File: src/rtl/stack_pointers_if.sv
// Stack-pointer strobe and bus bundle.
// Strobes come from stack_control; outputs feed the data and index-address buses.
interface stack_pointers_if #(
  parameter int WIDTH = 8
);
  logic [WIDTH-1:0] d_in;
  logic             n_load_0;
  logic             n_load_1;
  logic             up_0;
  logic             up_1;
  logic             down_0;
  logic             down_1;
  logic             n_oe_d_0;
  logic             n_oe_d_1;
  logic             n_oe_ia_0;
  logic             n_oe_ia_1;
  logic [WIDTH-1:0] d_out;
  logic             d_oe;
  logic [WIDTH-1:0] ia_out;
  logic             ia_oe;
  logic [WIDTH-1:0] sp0;
  logic [WIDTH-1:0] sp1;
  logic [1:0]       carry;
  logic [1:0]       borrow;
  logic             conflict;

  modport master (
    output d_in, n_load_0, n_load_1,
    output up_0, up_1, down_0, down_1,
    output n_oe_d_0, n_oe_d_1,
    output n_oe_ia_0, n_oe_ia_1,
    input  d_out, d_oe, ia_out, ia_oe,
    input  sp0, sp1, carry, borrow, conflict
  );

  modport slave (
    input  d_in, n_load_0, n_load_1,
    input  up_0, up_1, down_0, down_1,
    input  n_oe_d_0, n_oe_d_1,
    input  n_oe_ia_0, n_oe_ia_1,
    output d_out, d_oe, ia_out, ia_oe,
    output sp0, sp1, carry, borrow, conflict
  );
endinterface

File: src/rtl/stack_pointers.sv
// Dual up/down stack-pointer counters (74x193 emulation).
// Counts on the release edge of active-low up/down pulses.
module stack_pointers #(
  parameter int               WIDTH       = 8,
  parameter logic [WIDTH-1:0] RESET_VALUE = '1
) (
  input logic            clk,
  input logic            n_rst,
  stack_pointers_if.slave bus
);

  logic [1:0]       n_load;
  logic [1:0]       up;
  logic [1:0]       down;
  logic [1:0]       prev_up;
  logic [1:0]       prev_down;
  logic [1:0]       up_ev;
  logic [1:0]       down_ev;
  logic [1:0]       carry_n;
  logic [1:0]       borrow_n;
  logic [1:0]       carry_q;
  logic [1:0]       borrow_q;
  logic [WIDTH-1:0] sp   [2];
  logic [WIDTH-1:0] sp_n [2];

  assign n_load  = {bus.n_load_1, bus.n_load_0};
  assign up      = {bus.up_1, bus.up_0};
  assign down    = {bus.down_1, bus.down_0};
  assign up_ev   = ~prev_up & up;
  assign down_ev = ~prev_down & down;

  always_comb begin
    carry_n  = '0;
    borrow_n = '0;
    for (int i = 0; i < 2; i++) begin
      sp_n[i] = sp[i];
      unique case (1'b1)
        !n_load[i]: sp_n[i] = bus.d_in;
        n_load[i] && up_ev[i] && down_ev[i]: ;
        n_load[i] && up_ev[i] && !down_ev[i]: begin
          sp_n[i]    = sp[i] + 1'b1;
          carry_n[i] = &sp[i];
        end
        n_load[i] && !up_ev[i] && down_ev[i]: begin
          sp_n[i]     = sp[i] - 1'b1;
          borrow_n[i] = ~|sp[i];
        end
        default: ;
      endcase
    end
  end

  // Edge regs sample every cycle, so a release during load is consumed.
  always_ff @(posedge clk or negedge n_rst) begin
    if (!n_rst) begin
      sp[0]     <= RESET_VALUE;
      sp[1]     <= RESET_VALUE;
      prev_up   <= '1;
      prev_down <= '1;
      carry_q   <= '0;
      borrow_q  <= '0;
    end else begin
      sp[0]     <= sp_n[0];
      sp[1]     <= sp_n[1];
      prev_up   <= up;
      prev_down <= down;
      carry_q   <= carry_n;
      borrow_q  <= borrow_n;
    end
  end

  assign bus.sp0    = sp[0];
  assign bus.sp1    = sp[1];
  assign bus.carry  = carry_q;
  assign bus.borrow = borrow_q;

  // Pointer 0 wins when both enables of a pair are low.
  assign bus.d_oe  = ~(bus.n_oe_d_0 & bus.n_oe_d_1);
  assign bus.d_out = !bus.n_oe_d_0 ? sp[0] :
                     !bus.n_oe_d_1 ? sp[1] : '0;

  assign bus.ia_oe  = ~(bus.n_oe_ia_0 & bus.n_oe_ia_1);
  assign bus.ia_out = !bus.n_oe_ia_0 ? sp[0] :
                      !bus.n_oe_ia_1 ? sp[1] : '0;

  assign bus.conflict =
    (!bus.n_oe_d_0 && !bus.n_oe_d_1) ||
    (!bus.n_oe_ia_0 && !bus.n_oe_ia_1);

endmodule

File: src/flat_wrapper.sv
// flat-port wrapper written by rule: the top's interface ports become plain ports
module stack_pointers_flat 
#(
  parameter int               WIDTH       = 8,
  parameter logic [WIDTH-1:0] RESET_VALUE = '1
)
  (clk, n_rst, bus_d_in, bus_n_load_0, bus_n_load_1, bus_up_0, bus_up_1, bus_down_0, bus_down_1, bus_n_oe_d_0, bus_n_oe_d_1, bus_n_oe_ia_0, bus_n_oe_ia_1, bus_d_out, bus_d_oe, bus_ia_out, bus_ia_oe, bus_sp0, bus_sp1, bus_carry, bus_borrow, bus_conflict);
  stack_pointers_if #(.WIDTH(WIDTH)) bus_i ();
  input logic clk;
  input logic n_rst;
  input wire logic [$bits(bus_i.d_in)-1:0] bus_d_in;
  input wire logic [$bits(bus_i.n_load_0)-1:0] bus_n_load_0;
  input wire logic [$bits(bus_i.n_load_1)-1:0] bus_n_load_1;
  input wire logic [$bits(bus_i.up_0)-1:0] bus_up_0;
  input wire logic [$bits(bus_i.up_1)-1:0] bus_up_1;
  input wire logic [$bits(bus_i.down_0)-1:0] bus_down_0;
  input wire logic [$bits(bus_i.down_1)-1:0] bus_down_1;
  input wire logic [$bits(bus_i.n_oe_d_0)-1:0] bus_n_oe_d_0;
  input wire logic [$bits(bus_i.n_oe_d_1)-1:0] bus_n_oe_d_1;
  input wire logic [$bits(bus_i.n_oe_ia_0)-1:0] bus_n_oe_ia_0;
  input wire logic [$bits(bus_i.n_oe_ia_1)-1:0] bus_n_oe_ia_1;
  output wire logic [$bits(bus_i.d_out)-1:0] bus_d_out;
  output wire logic [$bits(bus_i.d_oe)-1:0] bus_d_oe;
  output wire logic [$bits(bus_i.ia_out)-1:0] bus_ia_out;
  output wire logic [$bits(bus_i.ia_oe)-1:0] bus_ia_oe;
  output wire logic [$bits(bus_i.sp0)-1:0] bus_sp0;
  output wire logic [$bits(bus_i.sp1)-1:0] bus_sp1;
  output wire logic [$bits(bus_i.carry)-1:0] bus_carry;
  output wire logic [$bits(bus_i.borrow)-1:0] bus_borrow;
  output wire logic [$bits(bus_i.conflict)-1:0] bus_conflict;
  assign bus_i.d_in = bus_d_in;
  assign bus_i.n_load_0 = bus_n_load_0;
  assign bus_i.n_load_1 = bus_n_load_1;
  assign bus_i.up_0 = bus_up_0;
  assign bus_i.up_1 = bus_up_1;
  assign bus_i.down_0 = bus_down_0;
  assign bus_i.down_1 = bus_down_1;
  assign bus_i.n_oe_d_0 = bus_n_oe_d_0;
  assign bus_i.n_oe_d_1 = bus_n_oe_d_1;
  assign bus_i.n_oe_ia_0 = bus_n_oe_ia_0;
  assign bus_i.n_oe_ia_1 = bus_n_oe_ia_1;
  assign bus_d_out = bus_i.d_out;
  assign bus_d_oe = bus_i.d_oe;
  assign bus_ia_out = bus_i.ia_out;
  assign bus_ia_oe = bus_i.ia_oe;
  assign bus_sp0 = bus_i.sp0;
  assign bus_sp1 = bus_i.sp1;
  assign bus_carry = bus_i.carry;
  assign bus_borrow = bus_i.borrow;
  assign bus_conflict = bus_i.conflict;
  stack_pointers #(.WIDTH(WIDTH), .RESET_VALUE(RESET_VALUE)) u_core (.clk(clk), .n_rst(n_rst), .bus(bus_i));
endmodule
File: config.mk
export PLATFORM = sky130hd
export DESIGN_NAME = stack_pointers_flat
export DESIGN_NICKNAME = d
export VERILOG_FILES = /design/src/rtl/stack_pointers_if.sv /design/src/rtl/stack_pointers.sv /design/src/flat_wrapper.sv
export SDC_FILE = /design/constraint.sdc
export NUM_CORES = 1
export LEC_CHECK = 0
export CORE_UTILIZATION = 52
export CTS_CLUSTER_DIAMETER = 120
export DETAILED_ROUTE_END_ITERATION = 16
export PLACE_DENSITY = 0.83
export SYNTH_ARGS = -nofsm -noshare
export SYNTH_HDL_FRONTEND = slang
export SYNTH_SLANG_ARGS = --single-unit
File: constraint.sdc
create_clock -name clk -period 6.6 [get_ports clk]
set_input_delay 1.98 -clock clk [delete_from_list [all_inputs] [get_ports clk]]
set_output_delay 1.98 -clock clk [all_outputs]
set_load 0.005 [all_outputs]
==> results.yml <==
run_status:
  status: "finished clean"
layout:
  n_antenna_cell: 0
  multi_input_comb_area_mm2: 0.00129
  seq_area_um2: 626
  design_area_mm2: 0.00267
  drive_above_1_share_pct: 11.9
  area_delta_synth_final_pct: 32.0
  fillers: 321
  nNetsFinal: 330
yosys:
  synth_area_mm2: 0.00202
  async_flop_share_pct: 100
  yosys.area.top_type: "dfstp_2"
  synth_common_cells: "o21ai_0 (24), a21oi_1 (20), dfstp_2 (20)"
  ys_seq_elements: 24
  ys_seq_area_share_pct: 30.9
  syn_inst: 242
  syn_avg_cell_area_um2: 8.36
  yosys.cell_types.count: 39
  synth_most_common_cell: "o21ai_0"
  yosysTopAreaCellShare_pct: 26.0
  synth_nets: 276
  synth.area.top_cells: "dfstp_2 (26%), ha_1 (7.4%), o21ai_0 (5.9%)"
  yosysWarnings: 0
  synth_enable_flop_cells: 0
  ys.flop_type: "dfstp_2"
worst_setup_path:
  path_max_fanout: 14
  cp.arrival_ns: 3.87
  rr_endpoint: "u_core.bus.sp0[6]"
  critical-path-top-delay-family: "buffers and inverters"
  cp_cell_sequence: "clkdlybuf4s50_1 > nor2b_1 > nand2_1 > o21ai_0 > clkdlybuf4s50_1"
  cp.required_ns: 4.62
  cp_num_buf_inv: 2
  crit_path_frequent_cell: "clkdlybuf4s50_1"
  criticalPathCategory: "in2out"
  crit_path_max_incr_delay_ns: 0.72
  cp-start-kind: "input port"
  crit_slowest_cell: "clkdlybuf4s50_1"
  reg2reg_depth: 10
  end_kind: "output port"
  rrSetupSlack_ns: 3.70
  r2r_start: "u_core.prev_up[0]"
clock_tree:
  clock_latency_ns: 0.27
  post-cts-setup-buffers: 0
  cts_root_buf: "clkbuf_8"
  numCtsBuffers: 3
  cts_buffer_depth: 2
  hold_buffers: 0
  clock_sinks: 24
  tritoncts: "done"
  cts_resized: 0
  clkTransAtPathRegs_ns: 0.08
  cts.htree.levels: 1
sta:
  fin_skew_ns: 0.00178
  min_period_ns: 5.85
  fin_ws_ns: 0.747
  finalHoldViolations: 0
  setup-violations-final: 0
  slew_headroom_pct: 51.3
  tightest_slew_ns: 0.729
  tns_ns: 0
  period_share_pct: 88.7
  max_freq_mhz: 171
  slew_violations: 0
  rsz0062_at_grt: "false"
global_route:
  grt_first_pass_wirelength_mm: 8.40
  overflow: 0
  grtUsageTotal_pct: 26.3
  grt_pass1_vias: 1765
  grt_max_degree: 25
  antenna_found_initial: 0
floorplanning:
  die_area_mm2: 0.00414
  fp.dieW_um: 64.4
  initial_core_util_pct: 54.8
  io_pins: 59
  rows: 22
  coreArea_mm2: 0.00369
  die_y_um: 64.4
worst_hold_path:
  whs_path_depth: 2
  worstHoldStart: "u_core.bus.sp0[2]"
  holdCritPathClass: "reg2reg"
  min_to: "u_core.bus.carry[0]"
placed_design:
  place_ws_ns: 0.731
  place_area_mm2: 0.00261
  portBuffers: 58
  gp_congestion: 0.905
  place_hpwl_mm: 3.87
detailed_routing:
  via_per_inst: 5.86
  num_vias: 2011
  drc_errors: 0
  drt_iter0_markers: 94
  totalWireLength_mm: 5.13
  detail-route-antenna-nets: 0
  wl_per_cell_um: 15.0
  first_pass_iters: 4
power_and_ir_drop:
  power_leakage_nw: 1.11
  ir_drop_uv: 169
  p_sw_share_pct: 33.8
  comb_power_share_pct: 40.8
  powerDensity_mw_per_mm2: 199
  p_switching_uw: 179
  p_clk_share_pct: 19.1
  p_total_uw: 531
  internal_power_uw: 352
  share_seq_of_total_power_pct: 40.1
job:
  cap_violations: 0
## metal layers
metal | GRT usage, % | vias to the layer above | wire length [µm]
met3 | 4.82 | 11 | 441
met1 | 35.5 | 921 | 2260
met2 | 42.0 | 93 | 2330
li1 | - | 986 | -
met4 | 8.61 | 0 | 97
met5 | 0 | - | 0
## cell families (layout without fill, tap and decap cells)
| family | after synthesis | after routing | share of synthesized area, % |
|---|---|---|---|
| buf+inv | 22 | 75 | 5.01 |
| fa+ha+maj | 14 | 14 | 9.41 |
| flops | 24 | 24 | 30.9 |
| mux | 4 | 4 | 2.10 |
| compound gates | 69 | 69 | 20.4 |
| xor+xnor | 4 | 4 | 2.48 |
| simple gates | 105 | 105 | 29.7 |
## final cells by class
cell class / instances / share of cell area, %
clock buffer: 4 / 2.06
tap: 48 / 2.25
timing repair buffer: 59 / 22.0
multi-input combinational: 196 / 48.5
inverter: 12 / 1.69
sequential: 24 / 23.4
## power groups by stage
stage	combinational (mW)	sequential (mW)	clock, mW
after floorplan	0.126	0.201	0
after global placement	0.212	0.214	0
after detailed placement	0.216	0.215	0
after CTS	0.217	0.212	0.103
after global routing	0.239	0.216	0.114
final	0.217	0.213	0.101
## state kept, by name, summed over array words and instances (netlist names)
| name | cells |
|---|---|
| u_core.prev_up | 2 |
| u_core.prev_down | 2 |
| u_core.bus.borrow | 2 |
| u_core.bus.sp0 | 8 |
| u_core.bus.carry | 2 |
| u_core.bus.sp1 | 8 |
## metrics by stage
stage,util [%],cells,hold slack [ns]
2_1_floorplan,-,242,0.507
3_3_place_gp,70.9,339,0.522
3_5_place_dp,70.9,339,0.532
4_1_cts,72.4,343,0.541
5_1_grt,72.4,343,0.554
6_report,72.4,343,0.543
## how the worst max path moves through the flow
| stage | endpoint | cells after the start | from |
|---|---|---|---|
| 6_report | bus_d_out[4] | 5 | bus_n_oe_d_0 |
| 5_1_grt | bus_d_out[2] | 5 | bus_n_oe_d_0 |
| 4_1_cts | bus_d_out[7] | 5 | bus_n_oe_d_0 |
| 3_5_place_dp | bus_d_out[7] | 5 | bus_n_oe_d_0 |
| 3_3_place_gp | bus_d_out[7] | 5 | bus_n_oe_d_0 |
| 2_1_floorplan | bus_ia_out[7] | 3 | bus_n_oe_ia_0 |
## cell usage in the layout (no fill, tap or decap), types with 4 or more instances in the layout
cell type,synthesis,routed
nor3_1,4,4
ha_1,12,12
o21a_1,4,4
clkdlybuf4s50_1,0,58
clkbuf_8,1,4
nor4_1,6,6
nor2_1,18,18
dfstp_2,20,20
nor3b_1,6,6
dfrtp_1,4,4
nand2_1,19,19
and3_1,5,5
o21ai_0,24,24
nand2b_1,6,6
nor2b_1,7,7
a211oi_1,6,6
a21oi_1,20,20
nand3b_1,11,11
o21bai_1,6,6
nand3_1,10,10
and2b_2,4,4
inv_1,12,12
## tightest hold or removal path, cell delays in order, from the launching register on
cell and delay, ns:
dfstp_2 0.41, nand2_1 0.06, nor4_1 0.05
(Power assumes the default switching activity.)
==> RTL edit: new RTL, same flow settings <==
`WIDTH` is set to 8 in 3 places; all go to 6.
--- a/src/rtl/stack_pointers_if.sv
+++ b/src/rtl/stack_pointers_if.sv
@@ -1,7 +1,7 @@
 // Stack-pointer strobe and bus bundle.
 // Strobes come from stack_control; outputs feed the data and index-address buses.
 interface stack_pointers_if #(
-  parameter int WIDTH = 8
+  parameter int WIDTH = 6
 );
   logic [WIDTH-1:0] d_in;
   logic             n_load_0;
--- a/src/rtl/stack_pointers.sv
+++ b/src/rtl/stack_pointers.sv
@@ -1,7 +1,7 @@
 // Dual up/down stack-pointer counters (74x193 emulation).
 // Counts on the release edge of active-low up/down pulses.
 module stack_pointers #(
-  parameter int               WIDTH       = 8,
+  parameter int               WIDTH       = 6,
   parameter logic [WIDTH-1:0] RESET_VALUE = '1
 ) (
   input logic            clk,
--- a/src/flat_wrapper.sv
+++ b/src/flat_wrapper.sv
@@ -1,7 +1,7 @@
 // flat-port wrapper written by rule: the top's interface ports become plain ports
 module stack_pointers_flat 
 #(
-  parameter int               WIDTH       = 8,
+  parameter int               WIDTH       = 6,
   parameter logic [WIDTH-1:0] RESET_VALUE = '1
 )
   (clk, n_rst, bus_d_in, bus_n_load_0, bus_n_load_1, bus_up_0, bus_up_1, bus_down_0, bus_down_1, bus_n_oe_d_0, bus_n_oe_d_1, bus_n_oe_ia_0, bus_n_oe_ia_1, bus_d_out, bus_d_oe, bus_ia_out, bus_ia_oe, bus_sp0, bus_sp1, bus_carry, bus_borrow, bus_conflict);
Interface: changed (5 resized); port bits go from 59 to 49. No check against the original RTL was run, so the function may have changed too.
==> RTL edit against the unedited design <==
Non-clock buffer count is 11 lower; synthesized area is 23% lower; first-iteration DRC count is 15% lower; global-route usage is 0.47 points higher; core utilization is 2.7 points higher; total power is 15% lower; die area is 23% lower; wire length is 21% lower; final area is 22% lower; setup slack better by 280 ps; via count is 28% lower; sequential cell count is 4 lower; fmax is 5.1% higher; critical path type unchanged; critical endpoint is now bus_d_out[2]; largest power group unchanged.
==> RTL edit: results (changes against the unedited design) <==
GRT
  – Gr usage total: 0.267 (was 0.263)
  – Pin count of the biggest net entering global routing: 21 (was 25)
  – Met2 Usage GRT: 0.445 (was 0.420)
  – Vias in the first global route: 1355 (was 1765)
  – GR met3 Demand/Resource: 0.0622 (was 0.0482)
  – M1 GR Usage: 0.344 (was 0.355)
  – First-pass GRT wire length: 6610 um (was 8400 um)

Synthesis
  – Syn_area_per_cell: 9.06 um2 (was 8.36 um2)
  – Mux cell area share after synthesis: 0.0234 (was 0.0210)
  – Top post-synthesis cells by area: dfstp_2 (27%), dfrtp_1 (6.5%), ha_1 (6.5%) (was dfstp_2 (26%), ha_1 (7.4%), o21ai_0 (5.9%))
  – Adder-Cell Fraction of Synth Area: 0.0905 (was 0.0941)
  – Post-Syn Nets: 199 (was 276)
  – Synth Area in XOR/XNOR: 0.0525 (was 0.0248)
  – Compound-Gate Fraction of Synth Area: 0.188 (was 0.204)
  – Sequential area share after synthesis: 0.336 (was 0.309)
  – Commonest cells post-synth: dfstp_2 (16), o21ai_0 (16), a21oi_1 (12) (was o21ai_0 (24), a21oi_1 (20), dfstp_2 (20))

Min path
  – Hold EP: u_core.bus.sp1[4] (was u_core.bus.carry[0])
  – Worst Hold Launch: u_core.bus.sp1[4] (was u_core.bus.sp0[2])

Status
  – Status: finished, final reports clean (unchanged)

Finish
  – Share of cells above drive strength 1: 0.135 (was 0.119)
  – Fin nets: 244 (was 330)

Critical path
  – CP Max Fanout: 12 (was 14)
  – RR Endpoint: u_core.bus.sp1[4] (was u_core.bus.sp0[6])
  – FF-to-FF setup slack: 4070 ps (was 3700 ps)
  – Slowest stage delay, CP: 660 ps (was 720 ps)
  – Arr. time, crit path: 3590 ps (was 3870 ps)
  – RR Startpoint: u_core.prev_up[1] (was u_core.prev_up[0])
  – Reg2reg path depth: 9 (was 10)

Clock tree
  – CTS root buffer: clkbuf_4 (was clkbuf_8)
  – Clock Latency Late Sink: 310 ps (was 270 ps)
  – Postcts setup bufs: 0 (unchanged)
  – CTS Buf Count: 3 (unchanged)
  – Clk slew on worst S/H paths: 100 ps (was 80 ps)
  – H-tree depth: 1 (unchanged)

Power and ir drop
  – Leakage: 0.855 nW (was 1.11 nW)
  – Peak VDD IR: 0.212 mV (was 0.169 mV)

Drt
  – Avg WL per Cell: 16.4 um (was 15.0 um)
  – Drt via density: 5.85 (was 5.86)
  – Initial drt markers: 80 (was 94)
  – 1st-pass router iterations: 4 (unchanged)
  – WL final: 4040 um (was 5130 um)
  – Post-DRT Antenna Nets: 0 (unchanged)

Placement
  – Dpl hpwl: 2990 um (was 3870 um)
  – Gpl congestion: 0.849 (was 0.905)
  – Placed cells: 242 (was 339)
  – IO Port Bufs: 48 (was 58)
  – Area of placed instances: 2040 um2 (was 2610 um2)

Timing
  – Clock Skews: 16.0 ps (was 1.78 ps)
  – Relative max-transition margin: 0.439 (was 0.513)
## RTL edit: layout make-up
type / count / area [um2]
Fill cell: 196 / 693
Multi-Input combinational cell: 133 / 958
Clock buffer: 3 / 22.5
Tap cell: 31 / 38.8
Inverter: 10 / 37.5
Clock inverter: 1 / 30.0
Timing Repair Buffer: 48 / 480
Sequential cell: 20 / 520
## RTL edit: worst max-delay path by stage
stage                         to  cells past startpoint          from  slack, ps
floorplan           bus_d_out[1]                      3  bus_n_oe_d_0       2240
global placement    bus_d_out[5]                      5  bus_n_oe_d_0       1120
detailed placement  bus_d_out[2]                      5  bus_n_oe_d_0       1050
CTS                 bus_d_out[2]                      5  bus_n_oe_d_0       1050
global route        bus_d_out[2]                      5  bus_n_oe_d_0        910
finish              bus_d_out[2]                      5  bus_n_oe_d_0       1030
## RTL edit: worst register-to-register path, cell delays in order (launching register included)
cell and delay (ps):
dfstp_2 530, nand2b_4 160, nand3_1 220, inv_1 260, ha_1 310, nor2b_4 150, o21a_1 180, o21ai_1 110
or3b_1 360, a31oi_1 180
## RTL edit: kinds of logic after synthesis
kind of cell,Yosys count
DFF,20
AOI/OAI and AO/OA,49
and+or+nand+nor,66
xor gates and xnor gates,5
muxes,3
buffers and inverters,18
adders and majority gates,10
## RTL edit: metal layers
metal	share of wire	up-vias
met2	0.52	46
met4	0.021	0
met1	0.42	669
met5	0	-
li1	-	712
met3	0.043	12
## RTL edit: metrics by stage
stage | util | hold slack, ps | setup WS [ps]
after floorplan | - | 509 | 2240
after global placement | 0.732 | 535 | 1120
after detailed placement | 0.732 | 548 | 1050
after CTS | 0.751 | 566 | 1050
after global routing | 0.751 | 603 | 908
final | 0.751 | 573 | 1030
## RTL edit: where the power goes
group / leakage, nW / internal [mW] / switching, mW / total, mW
clock network: 0.0279 / 0.0615 / 0.0378 / 0.0992
logic: 0.603 / 0.0989 / 0.0777 / 0.177
registers: 0.224 / 0.147 / 0.0282 / 0.175
total: 0.855 / 0.307 / 0.144 / 0.451
